[config.mk]
export PLATFORM = sky130hd
export DESIGN_NAME = dmem_port_arbiter
export DESIGN_NICKNAME = d
export VERILOG_FILES = /design/src/rtl/dmem_arb_pkg.sv /design/src/rtl/dmem_arb_rr.sv /design/src/rtl/dmem_port_arbiter.sv
export SDC_FILE = /design/constraint.sdc
export NUM_CORES = 1
export LEC_CHECK = 0
export BUFFER_PORTS_ARGS = -buffer_cell sky130_fd_sc_hd__buf_4
export CORE_AREA = 2 2 116 118
export CTS_BUF_LIST = sky130_fd_sc_hd__clkbuf_8
export DETAILED_ROUTE_END_ITERATION = 10
export DIE_AREA = 0 0 118 120
export PLACE_DENSITY = 0.63
export SLEW_MARGIN = 20
export SYNTH_ARGS = -nofsm -noshare
export SYNTH_HDL_FRONTEND = slang
export SYNTH_HIERARCHICAL = 1
export SYNTH_SLANG_ARGS = --single-unit
[constraint.sdc]
create_clock -name clk -period 2.7 [get_ports clk]
set_clock_uncertainty 0.15 [all_clocks]
set_input_delay 0.54 -clock clk [delete_from_list [all_inputs] [get_ports clk]]
set_output_delay 0.54 -clock clk [all_outputs]
set_load 0.05 [all_outputs]
[src/rtl/dmem_arb_pkg.sv]
// Shared constants for the data-memory port arbiter: port indices and FSM state encoding.
package dmem_arb_pkg;

    localparam logic P_CORE = 1'b0;
    localparam logic P_DMA  = 1'b1;

    localparam logic [0:0] ST_ARB  = 1'b0;
    localparam logic [0:0] ST_LOCK = 1'b1;

endpackage

[src/rtl/dmem_arb_rr.sv]
// Two-way round-robin grant: a lone requester wins, a tie goes to the port that did not own last.
module dmem_arb_rr
    import dmem_arb_pkg::*;
(
    input  logic [1:0] req,
    input  logic       last_owner,
    output logic [1:0] gnt
);

    always_comb begin
        // NOTE: default assignment first so every path drives gnt and no latch is inferred.
        gnt = req;
        if (req == 2'b11) begin
            gnt = 2'b00;
            if (last_owner == P_DMA) begin
                gnt[P_CORE] = 1'b1;
            end else begin
                gnt[P_DMA] = 1'b1;
            end
        end
    end

endmodule

[src/rtl/dmem_port_arbiter.sv]
// Shares the single-port data memory between the core (port 0) and a DMA/debug loader (port 1).
// Optional port-1 burst lock is built only when DMEM_ARB_LOCK_EN is defined.
module dmem_port_arbiter
    import dmem_arb_pkg::*;
#(
    parameter int AW        = 32,
    parameter int DW        = 32,
    parameter int MAX_BURST = 8
) (
    input  logic          clk,
    input  logic          rst,
    input  logic          c_req,
    input  logic          c_we,
    input  logic [AW-1:0] c_addr,
    input  logic [DW-1:0] c_wdata,
    output logic          c_gnt,
    output logic          c_rvalid,
    output logic [DW-1:0] c_rdata,
    input  logic          d_req,
    input  logic          d_we,
    input  logic [AW-1:0] d_addr,
    input  logic [DW-1:0] d_wdata,
    output logic          d_gnt,
    output logic          d_rvalid,
    output logic [DW-1:0] d_rdata,
    input  logic          d_lock,
    output logic          mem_we,
    output logic [AW-1:0] mem_addr,
    output logic [DW-1:0] mem_wd,
    input  logic [DW-1:0] mem_rd
);

    logic [1:0]    rr_gnt;
    logic [1:0]    gnt;
    logic          last_owner_q, last_owner_d;
    logic          pend_rd_q, pend_rd_d;
    logic          pend_owner_q, pend_owner_d;
    logic [AW-1:0] addr_q;
    logic [DW-1:0] wd_q;

    dmem_arb_rr u_rr (
        .req        ({d_req, c_req}),
        .last_owner (last_owner_q),
        .gnt        (rr_gnt)
    );

`ifdef DMEM_ARB_LOCK_EN
    localparam int CW = ($clog2(MAX_BURST) > 0) ? $clog2(MAX_BURST) : 1;

    logic [0:0]    state_q, state_d;
    logic [CW-1:0] burst_cnt_q, burst_cnt_d;

    // The granting cycle that enters LOCK is the burst's first grant, so port 0
    // waits at most MAX_BURST cycles; MAX_BURST == 1 therefore never locks.
    always_comb begin
        state_d     = state_q;
        burst_cnt_d = burst_cnt_q;
        if (state_q == ST_LOCK) begin
            if (!d_lock || !d_req || (burst_cnt_q == CW'(MAX_BURST - 1))) begin
                state_d     = ST_ARB;
                burst_cnt_d = '0;
            end else begin
                burst_cnt_d = burst_cnt_q + CW'(1);
            end
        end else if (rr_gnt[P_DMA] && d_lock && (MAX_BURST > 1)) begin
            state_d     = ST_LOCK;
            burst_cnt_d = CW'(1);
        end
    end

    always_ff @(posedge clk or negedge rst) begin
        if (!rst) begin
            state_q     <= ST_ARB;
            burst_cnt_q <= '0;
        end else begin
            state_q     <= state_d;
            burst_cnt_q <= burst_cnt_d;
        end
    end

    assign gnt = (state_q == ST_LOCK) ? {d_req, 1'b0} : rr_gnt;
`else
    logic unused_lock;

    assign unused_lock = d_lock & (MAX_BURST >= 1) & (ST_LOCK != ST_ARB);
    assign gnt         = rr_gnt;
`endif

    assign c_gnt = gnt[P_CORE];
    assign d_gnt = gnt[P_DMA];

    // Only port 1 is granted inside a burst, so last_owner is already P_DMA whenever LOCK exits.
    always_comb begin
        last_owner_d = last_owner_q;
        if (gnt[P_CORE]) begin
            last_owner_d = P_CORE;
        end else if (gnt[P_DMA]) begin
            last_owner_d = P_DMA;
        end
    end

    // With no grant the address/data buses replay the last driven value from flops.
    always_comb begin
        mem_we   = 1'b0;
        mem_addr = addr_q;
        mem_wd   = wd_q;
        if (gnt[P_CORE]) begin
            mem_we   = c_we;
            mem_addr = c_addr;
            mem_wd   = c_wdata;
        end else if (gnt[P_DMA]) begin
            mem_we   = d_we;
            mem_addr = d_addr;
            mem_wd   = d_wdata;
        end
    end

    assign pend_rd_d    = (|gnt) && !mem_we;
    assign pend_owner_d = gnt[P_DMA] ? P_DMA : P_CORE;

    always_ff @(posedge clk or negedge rst) begin
        if (!rst) begin
            last_owner_q <= P_DMA;
            pend_rd_q    <= 1'b0;
            pend_owner_q <= P_CORE;
            addr_q       <= '0;
            wd_q         <= '0;
        end else begin
            last_owner_q <= last_owner_d;
            pend_rd_q    <= pend_rd_d;
            pend_owner_q <= pend_owner_d;
            addr_q       <= mem_addr;
            wd_q         <= mem_wd;
        end
    end

    assign c_rvalid = pend_rd_q && (pend_owner_q == P_CORE);
    assign d_rvalid = pend_rd_q && (pend_owner_q == P_DMA);
    assign c_rdata  = c_rvalid ? mem_rd : '0;
    assign d_rdata  = d_rvalid ? mem_rd : '0;

endmodule

## After elaboration in Yosys (flattened, before gate mapping)

Cells that the tools add are included.

| storage, ports and cells | value |
|---|---|
| register bits after elaboration | 67 |
| input bits | 167 |
| output and inout bits | 133 |
| word-level logic and storage cells | 27 |

| cells by class | value |
|---|---|
| equality and inequality tests | 1 |
| muxes and demuxes | 14 |
| bitwise operators | 1 |
| reductions and logical operators | 6 |

Operators by type and width:

| cell | number |
|---|---|
| two-way mux 32 bit | 6 |
| two-way mux 1 bit | 7 |
| logical AND 1 bit | 3 |
| == test 2 bit (second input constant) | 1 |
| two-way mux 2 bit | 1 |
| nonzero test 2 bit | 1 |
| OR reduction 2 bit | 1 |
| logical NOT 1 bit | 1 |
| inverter 1 bit | 1 |

## Logic depth before layout (Yosys ltp)

Gate-level depths: netlist (run 1).

| depth | value |
|---|---|
| depth in word-level cells | 6 |
| mapped depth | 6 |
| gate-level depth less buffers | 4 |

## By module

Netlist (run 1), hierarchy kept.

By module, submodules not included:

| module | times used | cells each | area an instance (sq um) | seq. area each (sq um) |
|---|---|---|---|---|
| dmem_port_arbiter | 1 | 363 | 3554.7 | 1677.9 |
| dmem_arb_rr | 1 | 3 | 18.8 | 0.0 |

## Worst setup path after synthesis (run 1)

Ideal clock, no wire load.

| timing path | value |
|---|---|
| path kind | input -> output |
| start point | input port d_req |
| end point | output port mem_we |
| arrival | 3.528 ns |
| path slack | -1.518 ns |
| stages | 6 |
| path buffers | 3 |
| cells stage by stage | a21boi_0 -> buf_4 -> buf_12 -> buf_12 -> nand2_1 -> o21ai_0 |

| on the way | value |
|---|---|
| longest elaborated chain between the ends | 4 |

Ends and longest elaborated chain:

| item | line | source |
|---|---|---|
| start, declared | dmem_port_arbiter.sv:19 | `input logic d_req,` |
| == test 2 bit | dmem_arb_rr.sv:13 | `if (req == 2'b11) begin` |
| two-way mux 2 bit (*) | dmem_arb_rr.sv:13 |  |
| two-way mux 1 bit | dmem_port_arbiter.sv:111 | `end else if (gnt[P_DMA]) begin` |
| two-way mux 1 bit (*) | dmem_port_arbiter.sv:107 | `if (gnt[P_CORE]) begin` |
| end, declared | dmem_port_arbiter.sv:27 | `output logic mem_we,` |

Every way passes the cells marked *; elsewhere a longest branch is shown, timed or not.

## Worst setup path in the final report (run 1)

| timing path | value |
|---|---|
| start point | register last_owner_q |
| end point | output port mem_addr[25] |

| on the way | value |
|---|---|
| longest elaborated chain between the ends | 4 |

Ends and longest elaborated chain:

| item | line | source |
|---|---|---|
| start, declared | dmem_port_arbiter.sv:35 | `logic last_owner_q, last_owner_d;` |
| start signal, assigned | dmem_port_arbiter.sv:129 | `last_owner_q <= last_owner_d;` |
| two-way mux 1 bit | dmem_arb_rr.sv:15 | `if (last_owner == P_DMA) begin` |
| two-way mux 2 bit (*) | dmem_arb_rr.sv:13 |  |
| two-way mux 32 bit | dmem_port_arbiter.sv:111 |  |
| two-way mux 32 bit (*) | dmem_port_arbiter.sv:107 |  |
| end, declared | dmem_port_arbiter.sv:28 | `output logic [AW-1:0] mem_addr,` |

Marks and branches as above.

==> results of run 1 <==
-- worst reg2reg max path, cell delays in order, from the launching register on --
cell	delay [ns]
dfstp_2	0.57
inv_1	0.08
a21boi_4	0.19
buf_4	0.19
clkbuf_16	0.24
o21ai_2	0.11
-- where the power goes --
group          leakage (nW)  internal [mW]  switching [mW]
sequential            0.809           1.16          0.0467
combinational          2.57          0.745            1.26
clock                 0.110          0.526           0.427
-- metrics by stage --
stage	power [mW]	hold WS [ns]	setup TNS, ns
after floorplan	2.48	0.0944	0
after global placement	3.07	0.359	0
after detailed placement	3.09	0.359	0
after CTS	4.09	0.164	-0.00136
after global routing	4.35	0.198	-0.0609
final	4.16	0.123	0
-- synthesized netlist by cell type --
cell	number	area (sq um)
o21ai_0	37	185
buf_2	8	40.0
nand2b_1	1	6.26
a21boi_0	1	7.51
clkbuf_2	2	10.0
dfrtp_1	66	1650
buf_6	3	33.8
nand2_1	66	248
and3_1	32	200
inv_1	1	3.75
nor2b_2	1	8.76
and2_1	33	206
a21boi_1	1	7.51
clkbuf_1	12	45.0
dfstp_2	1	26.3
o21ai_1	28	140
nor2_1	2	7.51
buf_4	2	15.0
mux2i_1	65	651
buf_12	4	80.1
-- flip-flops by register name (all words and copies together), names as in the netlist --
| name | flops |
|---|---|
| pend_owner_q | 1 |
| addr_q | 32 |
| last_owner_q | 1 |
| wd_q | 32 |
| pend_rd_q | 1 |
-- placed cells by master, fill, tap and decap left out --
master and n:
buf_4 247, nand2_1 66, dfrtp_1 66, mux2i_1 65, o21ai_2 65, buf_6 57, and2_1 33, and3_1 32
clkbuf_8 9, buf_12 4, nor2_1 2, inv_6 2, bufinv_16 2, clkbuf_16 2, a21boi_4 2, nor2b_2 1
nand2b_1 1, clkinv_2 1, clkinvlp_4 1, clkinv_4 1, buf_16 1, dfstp_2 1, inv_1 1
-- worst max-delay path by stage --
stage | slack [ns] | from | endpoint | cells past startpoint
6_report | 0.09 | last_owner_q$_DFFE_PN1P_ | mem_addr[25] | 7
5_1_grt | -0.02 | last_owner_q$_DFFE_PN1P_ | mem_addr[9] | 6
4_1_cts | -0.001 | last_owner_q$_DFFE_PN1P_ | mem_addr[22] | 6
3_5_place_dp | 0.23 | c_req | mem_wd[29] | 6
3_3_place_gp | 0.25 | c_req | mem_wd[29] | 6
2_1_floorplan | 0.04 | d_req | mem_wd[10] | 6
-- per-layer routing --
metal | track usage (%) | share of wire, % | up-vias
li1 | - | - | 1845
met1 | 21.5 | 41 | 1790
met2 | 30.7 | 51 | 176
met3 | 4.99 | 6.8 | 17
met4 | 7.08 | 1.8 | 0
met5 | 0 | 0 | -
-- cells by family (layout without fill, tap and decap cells) --
logic type / count (synthesis) / count (layout) / share of synthesized area (%)
buffers and inverters: 32 / 328 / 6.37
flip-flops: 67 / 67 / 47.0
AO/OA/AOI/OAI: 67 / 67 / 9.52
multiplexers: 65 / 65 / 18.2
AND/OR/NAND/NOR: 135 / 135 / 18.9
-- final cells by class --
cell class,instances,area (sq um),area share (%)
Timing Repair Buffer,311,2650,39.5
Inverter,1,3.75,0.0559
Multi-Input combinational cell,267,1930,28.8
Clock inverter,7,98.8,1.47
Tap cell,176,220,3.28
Clock buffer,9,124,1.85
Sequential cell,67,1680,25.0
-- repair_timing --
item                                    in CTS  in global routing
gates cloned                                 1                  2
gates resized for setup                      1                 57
setup buffers                                2                  0
pin swaps                                    1                  0
endpoints found under the setup margin      42                 60
==> results.yml, run 1 <==
place:
  placed_cell_area_sq_um: 6180
  hpwlAfterDp_mm: 9.69
  place_congestion: 0.844
  io_buffers: 298
  dp.cells: 817
  place_ws_ns: 0.231
setup_path:
  critPathKind: "reg -> out"
  reg2reg_from: "last_owner_q$_DFFE_PN1P_"
  r2r_slack_ns: 1.07
  slowest_delay_ns: 0.57
  crit_path_start_kind: "flop"
  cp.arrival_ns: 1.92
  crit_slowest_cell: "dfstp_2"
  crit_buf_inv: 4
  r2r_cells: 5
  worstPathRequired_ns: 2.01
  cp-end-kind: "output pin"
  path_max_fanout: 21
  r2r_end: "addr_q[22]$_DFF_PN0_"
  critPathTopFamily: "buffers and inverters"
  path_common_cell: "buf_4"
  worstPathCellList: "inv_1 -> a21boi_4 -> buf_4 -> clkbuf_16 -> nand2_1 -> o21ai_2 -> buf_4"
floorplan:
  pin_count: 300
  core_area_sq_um: 13000
  rows: 42
  die_h_microns: 120
  initial_core_util_pct: 27.5
  dieArea_sq_um: 14200
  die_w_microns: 118
pwr:
  cellPowerDensity_nw_per_um2: 620
  peakVddDrop_mv: 0.349
  leakagePower_nw: 3.49
routing:
  post-route-drc-count: 0
  vias: 3828
  wl_mm: 13.6
  vias_per_cell: 4.57
  wl_per_cell_microns: 16.2
  firstDrtPassIters: 5
  ant_nets: 0
  drtIter0Drc: 125
global_routing:
  grt_overflow: 0
  grt_pass1_vias: 3668
  grt_usage_pct: 18.0
  grt_pass1_wl_mm: 20.1
  antenna_found_initial: 0
  grt_max_degree: 68
synthesis:
  ys_types: 20
  netlist_area_sq_um: 3570
  synth_seq_area_share_pct: 47.0
  avgSynthCellArea_sq_um: 9.76
  synth_fp_nets: 533
  synth_seq_cells: 67
  syn_inst: 366
  ys_warn_count: 6
clock_tree:
  clk_latency_ns: 0.35
  clk_pin_slew_ns: 0.08
  cts_hold_buffers: 0
  numCtsBuffers: 9
  cts-root-buf: "clkbuf_8"
  cts_sinks: 67
  clockBufferDepth: 2
  htreeDepth: 3
  cts_tree: "done"
sta:
  fmax_mhz: 383
  drv_slew: 0
  grt_setup_unrepaired: "true"
  period_needed_ns: 2.61
  setup_viol: 0
  max_slew_margin_pct: 41.4
  hold_violations: 0
  layout_setup_ws_ns: 0.0881
  finalCritPeriodShare_pct: 96.7
  tightest_slew_ns: 0.879
finish:
  fin_area_sq_um: 6710
  area_delta_synth_final_pct: 87.9
  finish.utilization_pct: 51.7
  num_antenna_cells: 0
  final_nets: 824
  nFillCells: 1221
  drive_gt1_share_pct: 59.8
  stdcell_count: 838
hold_path:
  worstHoldPathType: "in -> async"
flow_run:
  cap_violations: 0
status:
  outcome: "complete, no violations"
No activity file was read; power rests on OpenSTA's default activity.
==> run 2, diff against run 1 <==
Settings changed: ABC_AREA set to 1, CORE_AREA 2 2 116 118 to 2 2 115 117, DIE_AREA 0 0 118 120 to 0 0 117 119, HOLD_SLACK_MARGIN set to 0.12.
==> results.yml, run 2 <==
setup_path:
  crit_slowest_cell: "dfstp_2"
  reg2reg_from: "last_owner_q$_DFFE_PN1P_"
  r2r_end: "addr_q[9]$_DFF_PN0_"
  slowest_delay_ns: 0.57
  critPathKind: "reg -> out"
  cp.arrival_ns: 1.89
  r2r_slack_ns: 1.08
  worstPathRequired_ns: 2.01
  r2r_cells: 6
  cp-end-kind: "output pin"
  crit_path_start_kind: "flop"
  worstPathCellList: "nand3_1 -> nand2_4 -> inv_4 -> buf_12 -> nand3_1 -> nand3_1 -> buf_4"
  crit_buf_inv: 3
  path_max_fanout: 31
  path_common_cell: "nand3_1"
  critPathTopFamily: "flip-flops"
clock_tree:
  cts_setup_buffers: 0
  cts_hold_buffers: 0
  clockBufferDepth: 2
  cts_sinks: 67
  clk_pin_slew_ns: 0.07
  cts-root-buf: "clkbuf_8"
  numCtsBuffers: 9
  cts_tree: "done"
  htreeDepth: 3
  clk_latency_ns: 0.34
finish:
  final_cell_mix: "buf_4, nand2_1, nand3_1, dfrtp_1, nor2_1"
  finish.utilization_pct: 46.8
  area_delta_synth_final_pct: 75.7
  final_common_cell: "buf_4"
  top_regs: "addr_q (32), wd_q (32)"
  drive_gt1_share_pct: 43.4
  num_antenna_cells: 0
  final_nets: 922
floorplan:
  pin_count: 300
  rows: 42
  die_w_microns: 117
  core_area_sq_um: 12900
  die_h_microns: 119
  initial_core_util_pct: 26.6
  dieArea_sq_um: 13900
sta:
  period_needed_ns: 2.58
  tightest_slew_ns: 0.844
  max_slew_margin_pct: 43.8
  drv_slew: 0
  final.setup.tns_ns: 0
  fmax_mhz: 388
  grt_setup_unrepaired: "false"
  setup_viol: 0
  hold_violations: 0
  layout_setup_ws_ns: 0.125
  finalCritPeriodShare_pct: 95.4
synthesis:
  synth.most_common_cell: "nand2_1"
  synth_seq_area_share_pct: 48.9
  synth-async-reset-ratio_pct: 100
  synth-edff-count: 0
  ys_warn_count: 6
  netlist_area_sq_um: 3430
  yosys_most_used_dff: "dfrtp_1"
  avgSynthCellArea_sq_um: 7.30
  syn_inst: 470
  synth_top_area_share_pct: 48.1
  synth.cells.most_frequent: "nand2_1, nand3_1, nor2_1, dfrtp_1, inv_1"
  synth_fp_nets: 637
  ys_types: 12
  synth_seq_cells: 67
  netlist_top_cells_area: "dfrtp_1, nand3_1, nand2_1, nor2_1, inv_1"
  yosys.area.top_type: "dfrtp_1"
pwr:
  power.share.clock_pct: 18.7
  peakVddDrop_mv: 0.276
  swShare_pct: 45.1
  seqPwrFrac_pct: 31.2
  power_frac_comb_pct: 50.1
  leakagePower_nw: 3.36
  p_sw_mw: 1.76
  cellPowerDensity_nw_per_um2: 648
  intPower_mw: 2.14
global_routing:
  antenna_found_initial: 0
  grt_pass1_wl_mm: 19.7
  grt_max_degree: 68
  grt_overflow: 0
  grt_pass1_vias: 4145
  grt_usage_pct: 18.2
routing:
  vias_per_cell: 4.53
  drtIter0Drc: 199
  firstDrtPassIters: 4
  ant_nets: 0
  wl_per_cell_microns: 14.0
  wl_mm: 13.1
  vias: 4230
  post-route-drc-count: 0
place:
  io_buffers: 298
  place_congestion: 0.825
  place_ws_ns: 0.153
  hpwlAfterDp_mm: 10.2
flow_run:
  cap_violations: 0
status:
  outcome: "complete, no violations"
hold_path:
  worstHoldPathType: "in -> async"
run 2: cell types whose count changed after synthesis, moves of 12 or more:
cell	change
buf_4	+12
inv_1	+34
nand3_1	+130
nand2_1	+67
and3_1	-32
o21ai_0	-37
o21ai_1	-28
nor2_1	+65
mux2i_1	-65
and2_1	-33
run 2: worst max-delay path by stage:
stage	endpoint	startpoint	cells after the start
global route	mem_wd[30]	last_owner_q$_DFFE_PN1P_	6
global placement	mem_addr[9]	d_req	8
detailed placement	mem_addr[9]	d_req	8
finish	mem_addr[9]	last_owner_q$_DFFE_PN1P_	7
CTS	mem_addr[9]	last_owner_q$_DFFE_PN1P_	7
floorplan	mem_addr[10]	d_req	8
run 2: stage by stage:
stage               cells  power [mW]  hold WS, ns  instance area [sq um]
global placement      920        3.18        0.315                   5840
CTS                   934        3.95        0.180                   6010
detailed placement    920        3.20        0.319                   5840
finish                934        3.90        0.150                   6030
global route          934        4.10        0.214                   6030
floorplan             470        2.49       0.0944                   3440
run 2: area by class of cell:
type | instances | area (sq um)
Timing Repair Buffer | 308 | 2380
Clock buffer | 11 | 151
Multi-Input combinational cell | 332 | 1440
Fill cell | 1279 | 6850
Clock inverter | 3 | 15.0
Sequential cell | 67 | 1680
Inverter | 37 | 141
Tap cell | 176 | 220
run 2: cell families (layout without fill, tap and decap cells):
kind of cell | Yosys count | in the layout | share of synthesized area [%]
flops | 67 | 67 | 48.9
compound gates | 2 | 2 | 0.365
simple gates | 330 | 330 | 40.8
buf+inv | 71 | 359 | 9.88
run 2: timing repair:
action,in CTS,in global routing
pin swaps,0,0
setup endpoints to repair,38,35
resized for setup,1,7
gates cloned,0,0
run 2: power groups by stage:
stage / registers [mW] / clock network (mW) / logic (mW)
finish: 1.22 / 0.730 / 1.95
global route: 1.23 / 0.805 / 2.06
CTS: 1.22 / 0.762 / 1.97
detailed placement: 1.24 / 0 / 1.96
global placement: 1.23 / 0 / 1.95
floorplan: 1.23 / 0 / 1.26
run 2: routing by layer:
| layer | vias up | GRT usage [%] | share of wire, % |
|---|---|---|---|
| li1 | 2058 | - | - |
| met1 | 1958 | 18.7 | 36 |
| met2 | 193 | 34.6 | 54 |
| met3 | 21 | 5.04 | 7.7 |
| met4 | 0 | 5.88 | 2.0 |
| met5 | - | 0 | 0 |
